==> config.mk <==
export PLATFORM = sky130hd
export DESIGN_NAME = rx_cmd_sequencer
export DESIGN_NICKNAME = d
export VERILOG_FILES = /design/src/rtl/rx_cmd_sequencer_pkg.sv /design/src/rtl/cmd_watchdog.sv /design/src/rtl/rx_cmd_sequencer.sv
export SDC_FILE = /design/constraint.sdc
export NUM_CORES = 1
export LEC_CHECK = 0
export CORE_MARGIN = 5
export CORE_UTILIZATION = 46
export CTS_BUF_LIST = sky130_fd_sc_hd__clkbuf_16
export DETAILED_ROUTE_END_ITERATION = 7
export PLACE_DENSITY_LB_ADDON = 0.15
export SLEW_MARGIN = 40
export SYNTH_ARGS = -nofsm -noshare
export SYNTH_HDL_FRONTEND = slang
export SYNTH_SLANG_ARGS = --single-unit
export TNS_END_PERCENT = 10
==> constraint.sdc <==
create_clock -name clk_in -period 2 [get_ports clk_in]
set_input_delay 0.4 -clock clk_in [delete_from_list [all_inputs] [get_ports clk_in]]
set_output_delay 0.4 -clock clk_in [all_outputs]
set_load 0.03 [all_outputs]
==> src/rtl/rx_cmd_sequencer_pkg.sv <==
// Shared definitions for the RF command sequencer: FSM state encoding,
// default timing constants and the 16-bit command type.
package rx_cmd_sequencer_pkg;

    // 1 ms inter-byte timeout at 5 MHz
    localparam int DEF_TIMEOUT_CYC = 5000;
    // 100 ms command-starvation watchdog at 5 MHz
    localparam int DEF_WDOG_CYC    = 500000;
    // Command forced out on a watchdog trip (motor stop)
    localparam logic [15:0] DEF_SAFE_CMD = 16'h0000;

    typedef logic [15:0] cmd_t;

    typedef enum logic [1:0] {
        ST_IDLE    = 2'd0,  // waiting for the high byte
        ST_WAIT_LO = 2'd1,  // waiting for the low byte
        ST_PRESENT = 2'd2   // command offered to the PWM block
    } state_t;

    // Commands travel high byte first.
    function automatic cmd_t pack_cmd(input logic [7:0] hi, input logic [7:0] lo);
        return {hi, lo};
    endfunction

endpackage

==> src/rtl/cmd_watchdog.sv <==
// Command-starvation watchdog: counts every cycle since the last restart
// and raises a sticky pending flag once WDOG_CYC cycles have elapsed.
module cmd_watchdog
    import rx_cmd_sequencer_pkg::*;
#(
    parameter int WDOG_CYC = DEF_WDOG_CYC
) (
    input  logic clk_in,
    input  logic n_rst,
    input  logic restart,
    output logic pending
);

    localparam int CW = $clog2(WDOG_CYC + 1);

    logic [CW-1:0] cnt_q;
    logic          pend_q;

    // Count up until the period is reached, then hold with pending set until restarted.
    always_ff @(posedge clk_in) begin
        if (!n_rst) begin
            cnt_q  <= '0;
            pend_q <= 1'b0;
        end else if (restart) begin
            cnt_q  <= '0;
            pend_q <= 1'b0;
        end else if (!pend_q) begin
            cnt_q <= cnt_q + 1'b1;
            if (cnt_q == CW'(WDOG_CYC - 1)) begin
                pend_q <= 1'b1;
            end
        end
    end

    assign pending = pend_q;

endmodule

==> src/rtl/rx_cmd_sequencer.sv <==
// Assembles two received RF bytes into a 16-bit motor command and hands it
// to the PWM block. Drops half-received frames after an inter-byte timeout
// and counts them. With RX_CMD_WDOG_EN defined, a starvation watchdog forces
// SAFE_CMD out when no command has been delivered for WDOG_CYC cycles.
//
// Handshakes (rx_* and cmd_*): a transfer happens on a rising clk_in edge
// where valid and ready are both high; the source keeps data stable and
// valid asserted until that edge.
module rx_cmd_sequencer
    import rx_cmd_sequencer_pkg::*;
#(
    parameter int          TIMEOUT_CYC = DEF_TIMEOUT_CYC,
    parameter int          WDOG_CYC    = DEF_WDOG_CYC,
    parameter logic [15:0] SAFE_CMD    = DEF_SAFE_CMD
) (
    input  logic        clk_in,
    input  logic        n_rst,
    input  logic [7:0]  rx_data,
    input  logic        rx_valid,
    output logic        rx_ready,
    output logic [15:0] cmd_data,
    output logic        cmd_valid,
    input  logic        cmd_ready,
    output logic [7:0]  frame_err_cnt,
    output logic        wdog_trip,
    output logic [1:0]  state_dbg
);

    // Counter only needs to reach TIMEOUT_CYC-1 before expiry fires.
    localparam int TW = (TIMEOUT_CYC > 1) ? $clog2(TIMEOUT_CYC) : 1;

    state_t        state_q, state_d;
    logic          alive_q;
    logic [7:0]    hi_q;
    cmd_t          cmd_q;
    logic [TW-1:0] tmo_q;
    logic [7:0]    err_q;
    logic          rx_acc;
    logic          cmd_hs;
    logic          tmo_expire;
    logic          trip_req;

    assign rx_acc = rx_valid && rx_ready;
    assign cmd_hs = cmd_valid && cmd_ready;

    // alive_q keeps rx_ready low until the first edge after reset release;
    // a pending watchdog trip blocks byte intake while in IDLE.
    assign rx_ready  = alive_q && ((state_q == ST_WAIT_LO) ||
                                   ((state_q == ST_IDLE) && !trip_req));
    assign cmd_valid = (state_q == ST_PRESENT);
    assign cmd_data  = cmd_q;
    assign frame_err_cnt = err_q;
    assign state_dbg = state_q;

    // State register.
    always_ff @(posedge clk_in) begin
        if (!n_rst) begin
            state_q <= ST_IDLE;
        end else begin
            state_q <= state_d;
        end
    end

    // Next-state logic; a byte on the expiry cycle wins over the timeout.
    always_comb begin
        state_d    = state_q;
        tmo_expire = 1'b0;
        unique case (state_q)
            ST_IDLE: begin
                if (trip_req) begin
                    state_d = ST_PRESENT;
                end else if (rx_acc) begin
                    state_d = ST_WAIT_LO;
                end
            end
            ST_WAIT_LO: begin
                if (rx_acc) begin
                    state_d = ST_PRESENT;
                end else if (tmo_q == TW'(TIMEOUT_CYC - 1)) begin
                    state_d    = ST_IDLE;
                    tmo_expire = 1'b1;
                end
            end
            ST_PRESENT: begin
                if (cmd_hs) begin
                    state_d = ST_IDLE;
                end
            end
            default: begin
                state_d = ST_IDLE;
            end
        endcase
    end

    // Byte latches, inter-byte timeout counter and saturating error counter.
    always_ff @(posedge clk_in) begin
        if (!n_rst) begin
            alive_q <= 1'b0;
            hi_q    <= '0;
            cmd_q   <= '0;
            tmo_q   <= '0;
            err_q   <= '0;
        end else begin
            alive_q <= 1'b1;
            if ((state_q == ST_IDLE) && rx_acc) begin
                hi_q  <= rx_data;
                tmo_q <= '0;
            end
            if ((state_q == ST_WAIT_LO) && !rx_acc && !tmo_expire) begin
                tmo_q <= tmo_q + 1'b1;
            end
            if ((state_q == ST_WAIT_LO) && rx_acc) begin
                cmd_q <= pack_cmd(hi_q, rx_data);
            end
`ifdef RX_CMD_WDOG_EN
            if ((state_q == ST_IDLE) && trip_req) begin
                cmd_q <= SAFE_CMD;
            end
`endif
            if (tmo_expire && (err_q != 8'hFF)) begin
                err_q <= err_q + 8'd1;
            end
        end
    end

`ifdef RX_CMD_WDOG_EN
    logic wdog_pend;
    logic safe_q;
    logic trip_q;

    // Every delivered command, safe or normal, restarts the starvation period.
    cmd_watchdog #(
        .WDOG_CYC(WDOG_CYC)
    ) u_wdog (
        .clk_in (clk_in),
        .n_rst  (n_rst),
        .restart(cmd_hs),
        .pending(wdog_pend)
    );

    assign trip_req = alive_q && wdog_pend;

    // Track whether the presented command is the safe stop; wdog_trip follows it on handshake.
    always_ff @(posedge clk_in) begin
        if (!n_rst) begin
            safe_q <= 1'b0;
            trip_q <= 1'b0;
        end else begin
            if ((state_q == ST_IDLE) && trip_req) begin
                safe_q <= 1'b1;
            end else if ((state_q == ST_WAIT_LO) && rx_acc) begin
                safe_q <= 1'b0;
            end
            if (cmd_hs) begin
                trip_q <= safe_q;
            end
        end
    end

    assign wdog_trip = trip_q;
`else
    logic wdog_unused;

    assign trip_req    = 1'b0;
    assign wdog_trip   = 1'b0;
    assign wdog_unused = ^{SAFE_CMD, WDOG_CYC};
`endif

endmodule

==> results.tsv <==
metric	value	unit
IO Count	41	
largest net degree at the start of global routing	31	
RSZ-0062 raised after global routing	true	
origin of the critical flop-to-flop path	tmo_q[3]$_SDFFE_PN0P_	
global-route wire length before repair	8.94	mm
Overflow after GRT	0	
# DRC	0	
ys async rst share	0	
GPL Wtd Cong	0.916	
Pre-antenna DRT Iters	4	
critical path, cell by cell	or4b_4 -> or4_4 -> or4_4 -> a21oi_2	
Synth Cell Area	2100	sq um
synth cell count leaders	64 x nand2_1, 48 x dfxtp_1, 34 x a21oi_1	
status	finished with violations	
vias	2044	
Final ANT Viol Nets	0	
final critical-path required period	2.07	ns
worst path required time	2.23	ns
Worst Setup End Kind	flip-flop	
Slew Limit Fails	0	
fraction of layout cells with a size suffix above 1	0.161	
Buf/Inv on CP	0	
Top FF cell, synth	dfxtp_1	
CTS max path bufs	2	
gr usage total	0.179	
Synth-to-Final Area Change	41.1	%
Tcrit/Tclk final	1.03	
Worst path max stage delay	0.56	ns
sequential share of the synthesized area	0.457	
Critical Path Source Type	flip-flop	
Setup Crit Path Kind	reg2reg	
die area	6020	sq um
hold_sp	cmd_data[3]$_SDFFE_PN0P_	
CTS Sinks	48	
HPWL after detailed placement	3.71	mm
Top delay family on crit path	simple AND/OR/NAND/NOR gates	
worst setup path endpoint	frame_err_cnt[3]$_SDFFE_PN0P_	
cts hold-fix bufs	0	
Final Hold Vio Count	0	
Synth top area share	0.457	
synth warn	0	
WP data arrival	2.29	ns
vias in the first global route	1958	
Most Frequent Cell on Critical Path	or4_4	
Rel. slew slack	0.573	
slowest stage cell, crit path	or4b_4	
Num CTS Buffers	5	
VDD IR max	0.379	mV
Core ar.	4380	sq um
syn avg cell area	8.15	sq um
routed wire length	5.40	mm
MaxCap Viol Count	0	
Initial Util	0.479	
Yosys cell types	39	
Hold Slack	0.452	ns
cell taking the most area after synthesis	dfxtp_1	
initial drt markers	130	
Hold WC Path Type	reg2reg	
violated checks	setup timing	
crit path max fanout	5	
pwr dens	696	nW/um^2
I/O Buffers	39	
R2R cell count	4	
placed insts	364	
final setup fails	4	
Final Skew	0.00498	ns
most frequent cell after synthesis	nand2_1	
top area cells in the synthesized netlist	dfxtp_1 46%, nand2_1 11%, a21oi_1 8.1%	
Die W	77.6	microns
Worst-Margin Slew	0.635	ns
crit path launch	tmo_q[3]$_SDFFE_PN0P_	
leak pwr	1.04	nW
initial antenna violation count	0	
Via density	5.47	
Syn Nets	272	
Post-synth EDFFs	0	
Non-Filler Instances	374	
final setup margin	-0.0685	ns
clock-pin slew on the worst setup and hold paths	0.06	ns
Reg2Reg Setup Slack	-0.07	ns
Die H	77.6	microns
CTS tree	built	
Cell Rows	24	
WL per Instance	14.4	microns
root buffer selected by CTS	clkbuf_16	
Nets	335	
Syn Inst Count	258	
RR Endpoint	frame_err_cnt[3]$_SDFFE_PN0P_	
Yosys reg bits	48	
Crit path depth	4	
worst slack, placed	-0.0545	ns
H-tree depth	2	
Clk Latency, worst-skew pair	0.29	ns
Fmax	483	MHz
ANT cells	0	
## layout by cell type (no fill, tap or decap), drive strengths merged, types with 4 or more instances in the layout
cell           Yosys  final
clkdlybuf4s50      0     37
dfxtp             48     48
nand4              4      4
nand3             11     11
nand2             64     64
nor4               6      6
o31ai              4      4
nand2b             8      8
inv                6      6
a21oi             34     34
buf                3     29
or4                6      7
o21ai              4      4
clkbuf            10      5
mux2i              4      4
o221ai             4      4
and3               5      5
## layer usage
metal / up-vias / part of all wire / GRT usage
met5: - / 0 / 0
met2: 52 / 0.47 / 0.267
met4: 0 / 0.019 / 0.0756
met1: 931 / 0.47 / 0.249
li1: 1049 / - / -
met3: 12 / 0.046 / 0.0382
## flip-flops by register name (all words and copies together), names as in the netlist
signal	flops
alive_q	1
cmd_data	16
frame_err_cnt	8
hi_q	8
state_dbg	2
tmo_q	13
## repair_timing
| action | CTS | global route |
|---|---|---|
| cloned | 0 | 1 |
| pin swaps | 0 | 6 |
| setup buffers | 0 | 1 |
| resized for setup | 2 | 15 |
| endpoints found under the setup margin | 7 | 14 |
## cell families after synthesis
family	Yosys count	synth area share
compound gates	57	0.163
flops	48	0.457
xor+xnor	3	0.0125
simple gates	124	0.298
fa+ha+maj	2	0.0119
other cells	1	0.00178
buf+inv	19	0.0363
mux	4	0.0190
## worst min-delay path by stage
stage,to,cells past startpoint
2_1_floorplan,alive_q$_DFF_P_,0
3_3_place_gp,cmd_data[12]$_SDFFE_PN0P_,2
3_5_place_dp,cmd_data[6]$_SDFFE_PN0P_,2
4_1_cts,cmd_data[6]$_SDFFE_PN0P_,2
5_1_grt,cmd_data[7]$_SDFFE_PN0P_,2
6_report,cmd_data[3]$_SDFFE_PN0P_,2
## worst register-to-register path, stage by stage, from the launching register on
cell     delay (ns)
dfxtp_2        0.33
or4b_4         0.56
or4_4          0.55
or4_4          0.44
a21oi_2        0.12
## cell type report
| type | instances | area [sq um] |
|---|---|---|
| multi-input combinational | 192 | 1130 |
| tap | 52 | 65.1 |
| clock buffer | 5 | 125 |
| clock inverter | 3 | 37.5 |
| timing repair buffer | 68 | 622 |
| fill | 367 | 1420 |
| inverter | 6 | 22.5 |
| sequential | 48 | 963 |
## metrics by stage
step | TNS, ns | instance area (sq um) | total power [mW] | utilization
2_1_floorplan | -0.0378 | 2100 | 1.08 | -
3_3_place_gp | -0.0111 | 2730 | 1.15 | 0.622
3_5_place_dp | -0.168 | 2730 | 1.15 | 0.622
4_1_cts | -0.0989 | 2890 | 2.08 | 0.660
5_1_grt | -0.891 | 2970 | 2.14 | 0.676
6_report | -0.110 | 2970 | 2.06 | 0.676
## power by group
part / internal [mW] / total [mW] / leakage [nW] / switching [mW]
clock network: 0.581 / 0.932 / 0.0789 / 0.350
registers: 0.971 / 0.981 / 0.389 / 0.00942
logic: 0.0673 / 0.151 / 0.572 / 0.0836
Power figures use the tool's default switching activity.
